===== config.mk =====
export PLATFORM = sky130hd
export DESIGN_NAME = sat_counter
export DESIGN_NICKNAME = d
export VERILOG_FILES = /design/src/rtl/ret_canary_checker_sat_counter.sv
export SDC_FILE = /design/constraint.sdc
export NUM_CORES = 1
export LEC_CHECK = 0
export ABC_AREA = 0
export BUFFER_PORTS_ARGS = -buffer_cell sky130_fd_sc_hd__clkbuf_2
export CAP_MARGIN = 20
export CORE_MARGIN = 2
export CORE_UTILIZATION = 52
export CTS_CLUSTER_DIAMETER = 40
export CTS_CLUSTER_SIZE = 8
export DETAILED_ROUTE_END_ITERATION = 8
export PLACE_DENSITY = 0.79
export SETUP_SLACK_MARGIN = 0.15
export SLEW_MARGIN = 10
export SYNTH_ARGS = -nofsm -noshare
export SYNTH_HDL_FRONTEND = slang
export SYNTH_SLANG_ARGS = --single-unit

===== constraint.sdc =====
create_clock -name clk_i -period 1.7 [get_ports clk_i]
set_input_delay 0.34 -clock clk_i [delete_from_list [all_inputs] [get_ports clk_i]]
set_output_delay 0.34 -clock clk_i [all_outputs]
set_load 0.005 [all_outputs]

===== src/rtl/ret_canary_checker_sat_counter.sv =====
// Saturating up-counter; a clear request takes priority over an increment.
module sat_counter #(
   parameter int unsigned W = 16
) (
   input  logic         clk_i,
   input  logic         rst_i,
   input  logic         inc_i,
   input  logic         clr_i,
   output logic [W-1:0] cnt_o
);

   always_ff @(posedge clk_i) begin
      if (rst_i) begin
         cnt_o <= '0;
      end else if (clr_i) begin
         cnt_o <= '0;
      end else if (inc_i && (cnt_o != '1)) begin
         cnt_o <= cnt_o + W'(1);
      end
   end

endmodule


Yosys cells after proc, flatten, opt, wreduce, memory -nomap -nowiden --
Cells that the tools add are included.
Storage, ports and cells: flip-flop bits (word level) 16, input port bits 4, output and inout port bits 16, word-level logic and storage cells 5
Cells by class: add/sub/neg operators 1, eq/ne operators 1, reductions and logical operators 2
Operators with widths (count):
- adder 16 x 1 -> 16 bit, second input constant | 1
- != test 16 bit, second input constant | 1
- OR reduction 2 bit | 1
- logical AND 1 bit | 1

Depth between registers and ports, before layout --
Gate-level depths: netlist of run 1.
depth after elaboration 2, mapped depth 6, depth with buffers taken out 5

Worst setup path after synthesis of run 1 --
OpenSTA, ideal clock, no wires.
kind reg-to-reg, start point register cnt_o[0], end point register cnt_o[12], library setup time 0.091 ns, data arrival time 1.358 ns, required time 1.609 ns, path slack 0.252 ns, stages on the path, launching flop included 7, path buffers 1, period minus slack after synthesis 1.448 ns, cells stage by stage dfxtp_1 ha_1 and4_4 and3_1 buf_4 a31oi_1 a311oi_1
On the way: cells in the longest elaborated chain, start to end 2
Ends and longest elaborated chain:
- from (decl) | RTL line 9 | output logic [W-1:0] cnt_o
- from (signal assigned) | RTL line 18 | cnt_o <= cnt_o + W'(1);
- parallel branches: the longest is 2 deep, another holds adder 16 x 1 -> 16 bit
Parallel ways; which one is timed is not known. A chain may end at the register's enable or synchronous reset.

Final worst setup path of run 1 --
start point register cnt_o[0], end point register cnt_o[10]
The elaborated chain is that of the path after synthesis.

==> impl_results.md, run 1 <==
- Insertion delay to the later sink of the worst-skew pair: 0.29 ns
- Max-slew violation count: 0
- Worst slew margin: approximately four fifths
- Vias per cell: between 6 and 7
- Post-synth net total: around 110
- Cells taking the most area after synthesis: dfxtp_1, mux2i_1, nand2_1
- CP Capture Type: flip-flop
- Crit start category: flip-flop
- WS Path Type: reg -> reg
- Top cell type's share of synthesized area: between 30% and 40%
- Total number of vias: between 800 and 900
- Worst Max-Slew Pin Slew: between 0.3 and 0.4 ns
- GRT Util Overall: between 20% and 30%
- H-tree depth: 1
- Worst EP arrival: between 1.5 and 2 ns
- Total standard cell area after synthesis: just over 900 um2
- Maximum fanout along the worst path: 6
- Placed wire-length estimate after detailed placement: 1452 um
- Syn avg cell area: 8.991 um2
- Unrepaired setup endpoints after global routing: yes
- Largest net degree at the start of global routing: 12
- Initial core utilization: 54.30%
- Reg-to-reg slack, setup: 0.18 ns
- Number of buffers created by CTS: 3
- Overall routed net length: ~1900 um
- Global-route wire length before repair: around 3300 um
- Dpl ws: between 0.15 and 0.2 ns
- Total of buffers placed on input and output ports: 19
- Last weighted congestion value of the routability-driven placer: a little under 0.9
- Number of hold-slack violations in the final timing report: 0
- Largest area contributor in the synthesized netlist: dfxtp_1
- Number of warning messages in the yosys log: 0
- Skew final: approximately 0.0028 ns
- Maximum capacitance violations: 0
- Leakage: about 0.43 nW
- CTS clk-pin slew, worst paths: ~0.10 ns
- WL per Instance: between 10 and 15 um
- Power density cells: ~620 nW/um2
- Detailed Route Iter0 Violations: 12
- Cell count after synthesis: approximately 100
- Biggest regs: cnt_o x16
- Root buffer cell: clkbuf_4
- X dimension of the die: 46.00 um
- Final antenna-violating net count: 0
- Cell Count Post-Placement: approximately 140
- Outcome: completed
- Setup fix buffers added after clock tree synthesis: 0
- Proportion of layout cells with a drive suffix above 1: 36.29%
- Number of antenna violations at the first check in global routing: 0
- Final period util: 89.16%
- Data required time of the worst path: about 1.9 ns
- Net count, final: 130
- Clk sinks: 16
- Max Fclk: around 660 MHz
- Fin cells: 141
- Area delta synth->final: 16.78%
- Number of remaining DRC errors: 0
- Leftover overflow at the end of global routing: 0
- Die area: roughly 2100 um2
- Setup violations, final: 0
- Worst setup slack after layout: 0.1842 ns
- Number of global-route vias before repair: about 770
- Vertical extent of the die: about 46 um
- Bufs on Longest Clock Path: 2
- Maximum vdd ir drop: 0.3861 mV
- Path type of the worst min-delay path: in -> reg
- Count of flip-flops with a built-in enable after synthesis: 0
- Most used DFF post-synth: dfxtp_1
- Placeable core region: between 1500 and 2000 um2
- Cell with the most instances after synthesis: dfxtp_1
- Total of flip-flops plus latches after synthesis: 16
- Max stage delay on crit path: between 0.3 and 0.4 ns
- # fillers: 138
- Share of synthesized area occupied by flip-flops and latches: a little over a third
- Number of rows in the core area: 15
- Sum of negative setup slack: 0 ns
- Final period demand of the worst path: about 1.5 ns
- Count of pins on the block boundary: 20
- Largest register FFs: 16
- Cell breakdown of the critical path: ha_1 -> and4_4 -> nand3_1 -> or3_1 -> a21oi_1
- Async S/R FF share, synth: 0%
- Iteration count of the initial detailed-routing pass: 4
- ANT cells: 0
- Register with the most flip-flops: cnt_o
- Cell variety after synth: 36
- Slowest library cell on the worst path: dfxtp_4
- Commonest cells in the netlist: dfxtp_1, nand2_1, a21oi_1, mux2i_1, nand3_1
- Clock tree from TritonCTS: built
layout make-up:
cell class                      count  area [um2]  area share (%)
Timing Repair Buffer               23       125.1           11.68
Inverter                            1       3.754          0.3505
Tap cell                           17       21.27           1.986
Multi-Input combinational cell     80       556.8           51.99
Clock buffer                        4       36.28           3.388
Sequential cell                    16       327.8           30.61
critical path: cells and delay by family, from the launching register on:
| family | cells | cell delay (ns) |
|---|---|---|
| simple gates | 3 | 0.74 |
| flops | 1 | 0.38 |
| compound gates | 1 | 0.15 |
| fa+ha+maj | 1 | 0.19 |
cell families (layout without fill, tap and decap cells):
kind of cell,Yosys count,count (layout),share of synthesized area [%]
buf+inv,6,28,5.047
flops,16,16,34.93
simple gates,46,46,31.51
mux,6,6,6.549
compound gates,27,27,20.60
fa+ha+maj,1,1,1.364
report_power, final:
| part | internal (W) | switching (W) | total (W) | leakage (nW) |
|---|---|---|---|---|
| combinational | 0.0000140 | 0.0000172 | 0.0000312 | 0.281 |
| clock | 0.000130 | 0.000124 | 0.000254 | 0.0210 |
| sequential | 0.000375 | 0.00000210 | 0.000378 | 0.131 |
cells in the final DEF, fill, tap and decap left out, types with 4 or more instances in the layout:
cell type,count
clkbuf_2,19
or3_1,4
mux2i_1,6
o21ai_0,4
nand2_1,13
a21oi_1,6
nand3_1,4
buf_4,4
a31oi_1,4
dfxtp_1,12
routing by layer:
| layer | share of wire, % | global-route usage, % |
|---|---|---|
| met2 | 45 | 33.33 |
| met3 | 4.3 | 5.159 |
| met4 | 1.6 | 6.857 |
| met5 | 0 | 0 |
| met1 | 49 | 28.03 |
worst paths after layout:
path                                  to                   from  depth (start not counted)
setup / recovery  cnt_o[10]$_SDFFE_PP0P_  cnt_o[0]$_SDFFE_PP0P_                          5
hold reg to reg    cnt_o[1]$_SDFFE_PP0P_  cnt_o[1]$_SDFFE_PP0P_                          2
hold / removal    cnt_o[15]$_SDFFE_PP0P_                  rst_i                          3
setup reg to reg  cnt_o[10]$_SDFFE_PP0P_  cnt_o[0]$_SDFFE_PP0P_                          5
per-stage QoR:
| stage | hold slack (ns) | cell area [um2] | utilization (%) | total power [W] |
|---|---|---|---|---|
| floorplan | 0.4769 | 917.1 | - | 0.0004035 |
| global placement | 0.4851 | 1021 | 60.44 | 0.0004170 |
| detailed placement | 0.4921 | 1021 | 60.44 | 0.0004184 |
| CTS | 0.3862 | 1060 | 62.74 | 0.0006686 |
| global route | 0.4075 | 1071 | 63.41 | 0.0006827 |
| finish | 0.3851 | 1071 | 63.41 | 0.0006633 |
repair_timing:
action | 4_1_cts | 5_1_grt
setup endpoints to repair | 2 | 10
hold buffers | 0 | 0
resized for setup | 2 | 6
Note: power is estimated with default switching activity, not from simulation.
==> run 2, diff against run 1 <==
Settings changed: CORE_UTILIZATION 52 to 45, PLACE_DENSITY 0.79 to 0.7, RECOVER_POWER set to 100.
==> impl_results.md, run 2 (synthesis gave the netlist of run 1 again) <==
- Maximum fanout along the worst path: 5 (-1)
- Number of buffers created by CTS: 3 (unchanged)
- Max stage delay on crit path: 0.39 ns (about the same)
- Initial core utilization: 47.23% (-7.1 points)
- WL per Instance: 13.87 um (+1.2%)
- GRT Util Overall: 19.33% (-1.8 points)
- Final period util: 89.88% (+0.72 points)
- Sum of negative setup slack: 0 ns (unchanged)
- Most common cell after layout, fill and taps aside: clkbuf_2
- Number of remaining DRC errors: 0 (unchanged)
- Biggest regs: cnt_o x16
- Number of hold-slack violations in the final timing report: 0 (unchanged)
- Number of antenna violations at the first check in global routing: 0 (unchanged)
- Power, Total: 0.0006704 W (+1.1%)
- Proportion of layout cells with a drive suffix above 1: 30.30% (-6.0 points)
- Final antenna-violating net count: 0 (unchanged)
- Source of the worst register-to-register timing path: cnt_o[1]$_SDFFE_PP0P_
- Insertion delay to the later sink of the worst-skew pair: 0.29 ns (about the same)
- Max-slew violation count: 0 (unchanged)
- Detailed Route Iter0 Violations: 18 (+6)
- Worst slew margin: 75.66% (-4.0 points)
- Worst Max-Slew Pin Slew: 0.3619 ns (+0.05626 ns)
- Net count, final: 138 (+6.2%)
- Setup violations, final: 0 (unchanged)
- H-tree depth: 1 (unchanged)
- Slowest library cell on the worst path: dfxtp_1
- Outcome: completed
- Placed wire-length estimate after detailed placement: 1560 um (+7.4%)
- Maximum capacitance violations: 0 (unchanged)
- Final period demand of the worst path: 1.528 ns (+0.01223 ns)
- CP Capture Type: flip-flop
- Register with the most flip-flops: cnt_o
- Most used cells in the layout excluding fill and tap cells: clkbuf_2, dfxtp_1, nand2_1
- Maximum vdd ir drop: 0.5234 mV (+36%)
- End point of the critical path: cnt_o[10]$_SDFFE_PP0P_
- CTS clk-pin slew, worst paths: 0.10 ns (about the same)
- Path type of the worst min-delay path: in -> reg
- Iteration count of the initial detailed-routing pass: 4 (unchanged)
- Placeable core region: 1942 um2 (+15%)
- X dimension of the die: 49.15 um (+6.8%)
- WS Path Type: reg -> reg
- Global-route wire length before repair: 3594 um (+8.7%)
- Total number of vias: 897 (+5.2%)
- Unrepaired setup endpoints after global routing: yes
- Min-Delay Startpoint: rst_i
- Overall routed net length: 2205 um (+14%)
- Reg-to-reg slack, setup: 0.17 ns (about the same)
- Leakage: 0.4223 nW (-2.6%)
- Last weighted congestion value of the routability-driven placer: 0.7822 (-11%)
- Dpl ws: 0.1258 ns (-0.02767 ns)
- Count of cells along the worst register-to-register path: 5 (unchanged)
- Category of cells accounting for the largest share of critical-path delay: simple AND/OR/NAND/NOR gates
- Max Fclk: 654.5 MHz (-0.80%)
- Power density cells: 610.2 nW/um2 (-1.5%)
- Largest register FFs: 16 (unchanged)
- Leftover overflow at the end of global routing: 0 (unchanged)
- Total of buffers placed on input and output ports: 19 (unchanged)
- Vias per cell: 5.642 (-6.7%)
- Critical Path Stages: 5 (unchanged)
- Vertical extent of the die: 49.15 um (+6.8%)
- Worst R2R End: cnt_o[10]$_SDFFE_PP0P_
- CTS Hold Bufs: 0 (unchanged)
- Count of pins on the block boundary: 20 (unchanged)
- Worst EP arrival: 1.76 ns (+0.02 ns)
- Clock tree from TritonCTS: built
- Data required time of the worst path: 1.93 ns (about the same)
- Bufs on Longest Clock Path: 2 (unchanged)
- Area delta synth->final: 19.78%
- Largest net degree at the start of global routing: 13 (+1)
- Worst setup slack after layout: 0.1720 ns (-0.01223 ns)
- Die area: 2415 um2 (+14%)
- Number of global-route vias before repair: 772 (+0.13%)
- Crit start category: flip-flop
- Root buffer cell: clkbuf_4
- Clk sinks: 16 (unchanged)
- Count of buffer and inverter cells on the critical path: 0 (unchanged)
- Cell breakdown of the critical path: ha_1 -> and4_4 -> nand3_1 -> or3_1 -> a21oi_1
- Launch point of the worst path: cnt_o[1]$_SDFFE_PP0P_
- Skew final: 0.002266 ns (-0.0005601 ns)
- Number of rows in the core area: 16 (+1)
- ANT cells: 0 (unchanged)
==> run 2: changes by cell type in the layout (fill, tap and decap cells not counted), sizes merged <==
cell | previous run | this run
clkbuf | 23 | 30
buf | 4 | 5
==> run 2: metal layers <==
| layer | up-vias | GRT usage [%] | wire length, um |
|---|---|---|---|
| met1 | 412 | 24.42 | 998 |
| met2 | 31 | 31.53 | 1042 |
| met3 | 5 | 4.294 | 133 |
| li1 | 449 | - | - |
| met4 | 0 | 8.095 | 31 |
| met5 | - | 0 | 0 |
==> run 2: where the power goes <==
part	switching [W]	total [W]	internal, W
Combinational	0.0000182	0.0000324	0.0000143
Sequential	0.00000129	0.000377	0.000376
Clock	0.000130	0.000260	0.000131
==> run 2: worst min path at each step <==
stage,end,slack [ns],cells past startpoint
2_1_floorplan,cnt_o[5]$_SDFFE_PP0P_,0.48,2
3_3_place_gp,cnt_o[5]$_SDFFE_PP0P_,0.48,2
3_5_place_dp,cnt_o[3]$_SDFFE_PP0P_,0.50,2
4_1_cts,cnt_o[0]$_SDFFE_PP0P_,0.39,3
5_1_grt,cnt_o[13]$_SDFFE_PP0P_,0.40,3
6_report,cnt_o[13]$_SDFFE_PP0P_,0.38,3
==> run 2: timing repair <==
| action | CTS | global route |
|---|---|---|
| setup buffers | 0 | 3 |
| pin swaps | 0 | 1 |
| setup endpoints to repair | 3 | 6 |
| resized for setup | 2 | 7 |
==> run 2: area by class of cell <==
cell class | count | area, um2
timing repair buffer | 31 | 155.1
clock buffer | 4 | 36.28
multi-input combinational | 80 | 549.3
fill | 184 | 843.3
sequential | 16 | 320.3
tap | 27 | 33.78
inverter | 1 | 3.754
==> run 2: metrics by stage <==
stage / area, um2 / hold WS [ns] / util, % / instances
3_5_place_dp: 1071 / 0.5047 / 55.15 / 152
2_1_floorplan: 917.1 / 0.4769 / - / 102
3_3_place_gp: 1071 / 0.4821 / 55.15 / 152
4_1_cts: 1110 / 0.3920 / 57.15 / 156
5_1_grt: 1099 / 0.4001 / 56.57 / 159
6_report: 1099 / 0.3825 / 56.57 / 159
==> run 2: tightest hold or removal path, delay by kind of cell <==
| family | cells | cell delay, ns |
|---|---|---|
| buffers and inverters | 1 | 0.13 |
| and+or+nand+nor | 1 | 0.12 |
| muxes | 1 | 0.05 |
==> run 3, diff against run 2 <==
Settings changed: PLACE_DENSITY 0.7 to 0.69.
==> impl_results.md, run 3 (synthesis gave the netlist of run 1 again) <==
- Outcome: completed
- Number of remaining DRC errors: 0 (unchanged)
- Root buffer cell: clkbuf_4
- Count of buffer and inverter cells on the critical path: 1 (+1)
- Hold slack: 0.3759 ns (-0.006526 ns)
- Proportion of layout cells with a drive suffix above 1: 30.77% (+0.47 points)
- Total number of vias: 854 (-4.8%)
- Cell Count Post-Placement: 151 (-0.66%)
- Count of pins on the block boundary: 20 (unchanged)
- Area delta synth->final: 18.55%
- Setup violations, final: 0 (unchanged)
- Worst EP arrival: 1.77 ns (about the same)
- Maximum capacitance violations: 0 (unchanged)
- Slowest library cell on the worst path: dfxtp_1
- Maximum fanout along the worst path: 7 (+2)
- Final period demand of the worst path: 1.542 ns (+0.01401 ns)
- ANT cells: 0 (unchanged)
- Total of buffers placed on input and output ports: 19 (unchanged)
- Initial core utilization: 47.23% (unchanged)
- Detailed Route Iter0 Violations: 13 (-5)
- Unrepaired setup endpoints after global routing: yes
- Number of global-route vias before repair: 768 (-0.52%)
- Largest register FFs: 16 (unchanged)
- Fin cells: 157 (-1.3%)
- Placed wire-length estimate after detailed placement: 1480 um (-5.2%)
- CTS Hold Bufs: 0 (unchanged)
- Max stage delay on crit path: 0.35 ns (-0.04 ns)
- Number of rows in the core area: 16 (unchanged)
- Number of hold-slack violations in the final timing report: 0 (unchanged)
- Power density cells: 611.4 nW/um2 (+0.19%)
- Vias per cell: 5.439 (-3.6%)
- Data required time of the worst path: 1.93 ns (about the same)
- WS Path Type: reg -> reg
- Skew final: 0.01595 ns (+0.01368 ns)
- H-tree depth: 1 (unchanged)
- Number of antenna violations at the first check in global routing: 0 (unchanged)
- Path type of the worst min-delay path: in -> reg
- Clock tree from TritonCTS: built
- Maximum vdd ir drop: 0.3557 mV (-32%)
- Cell breakdown of the critical path: clkbuf_1 -> and2_0 -> nand4_1 -> a211oi_1 -> mux2i_1
- Most used cells in the layout excluding fill and tap cells: clkbuf_2, dfxtp_1, nand2_1
- Final period util: 90.71% (+0.82 points)
- Max-slew violation count: 0 (unchanged)
- Biggest regs: cnt_o x16
- Placeable core region: 1942 um2 (unchanged)
- Max Fclk: 648.5 MHz (-0.91%)
- Overall routed net length: 1997 um (-9.4%)
- Worst slew margin: 76.10% (+0.44 points)
- Bufs on Longest Clock Path: 2 (unchanged)
- CP Capture Type: flip-flop
- GRT Util Overall: 18.19% (-1.1 points)
- Category of cells accounting for the largest share of critical-path delay: simple AND/OR/NAND/NOR gates
- Global-route wire length before repair: 3436 um (-4.4%)
- Clk sinks: 16 (unchanged)
- Vertical extent of the die: 49.15 um (unchanged)
- Leakage: 0.4188 nW (-0.81%)
- Post-layout util: 55.99% (-0.58 points)
- Largest net degree at the start of global routing: 13 (unchanged)
- Die area: 2415 um2 (unchanged)
- Last weighted congestion value of the routability-driven placer: 0.8030 (+2.7%)
- CTS clk-pin slew, worst paths: 0.11 ns (about the same)
- Most common cell after layout, fill and taps aside: clkbuf_2
- X dimension of the die: 49.15 um (unchanged)
- Insertion delay to the later sink of the worst-skew pair: 0.29 ns (about the same)
- Number of buffers created by CTS: 3 (unchanged)
- Net count, final: 136 (-1.4%)
- Iteration count of the initial detailed-routing pass: 4 (unchanged)
- Register with the most flip-flops: cnt_o
- Leftover overflow at the end of global routing: 0 (unchanged)
- Sum of negative setup slack: 0 ns (unchanged)
- Crit start category: flip-flop
- Worst Max-Slew Pin Slew: 0.3553 ns (-0.006600 ns)
- WL per Instance: 12.72 um (-8.3%)
- Final antenna-violating net count: 0 (unchanged)
-- run 3: metal layers --
metal	up-vias	global-route usage (%)	part of all wire, %
li1	453	-	-
met1	378	23.79	51
met2	21	29.73	44
met3	2	3.988	4.0
met4	0	5.714	0.30
met5	-	0	0
-- run 3: path summary, 6_finish.rpt --
check                         from                endpoint  slack (ns)  depth (start not counted)
max          cnt_o[7]$_SDFFE_PP0P_  cnt_o[15]$_SDFFE_PP0P_        0.16                          5
min                          rst_i   cnt_o[9]$_SDFFE_PP0P_        0.38                          3
max reg2reg  cnt_o[7]$_SDFFE_PP0P_  cnt_o[15]$_SDFFE_PP0P_        0.16                          5
min reg2reg  cnt_o[1]$_SDFFE_PP0P_   cnt_o[1]$_SDFFE_PP0P_        0.50                          2
-- run 3: metrics by stage --
stage / power, W / setup WS [ns] / instance area (um2)
3_3_place_gp: 0.0004159 / 0.2071 / 1064
3_5_place_dp: 0.0004163 / 0.1431 / 1064
4_1_cts: 0.0006717 / 0.1809 / 1102
2_1_floorplan: 0.0004035 / 0.2515 / 917.1
6_report: 0.0006647 / 0.1580 / 1087
5_1_grt: 0.0006924 / 0.06988 / 1087
-- run 3: final cells by class --
type / count / area (um2)
multi-input cells: 80 / 544.3
well taps: 27 / 33.78
inverters: 1 / 3.754
flip-flops and latches: 16 / 322.8
clock buffers: 4 / 36.28
fillers: 203 / 854.6
repair buffers: 29 / 146.4
-- run 3: what timing repair did --
item,4_1_cts,5_1_grt
setup endpoints to repair,3,9
gates resized for setup,2,3
buffers inserted,0,2
pin swaps,0,1
-- run 3: tightest hold or removal path: cells and delay by family --
kind / cells / cell delay [ns]
buffers and inverters: 1 / 0.13
AND/OR/NAND/NOR: 1 / 0.12
multiplexers: 1 / 0.05
-- run 3: power by group --
group	internal, W	leakage, nW	switching [W]
combinational	0.0000124	0.268	0.0000167
sequential	0.000377	0.130	0.00000222
clock	0.000130	0.0210	0.000127
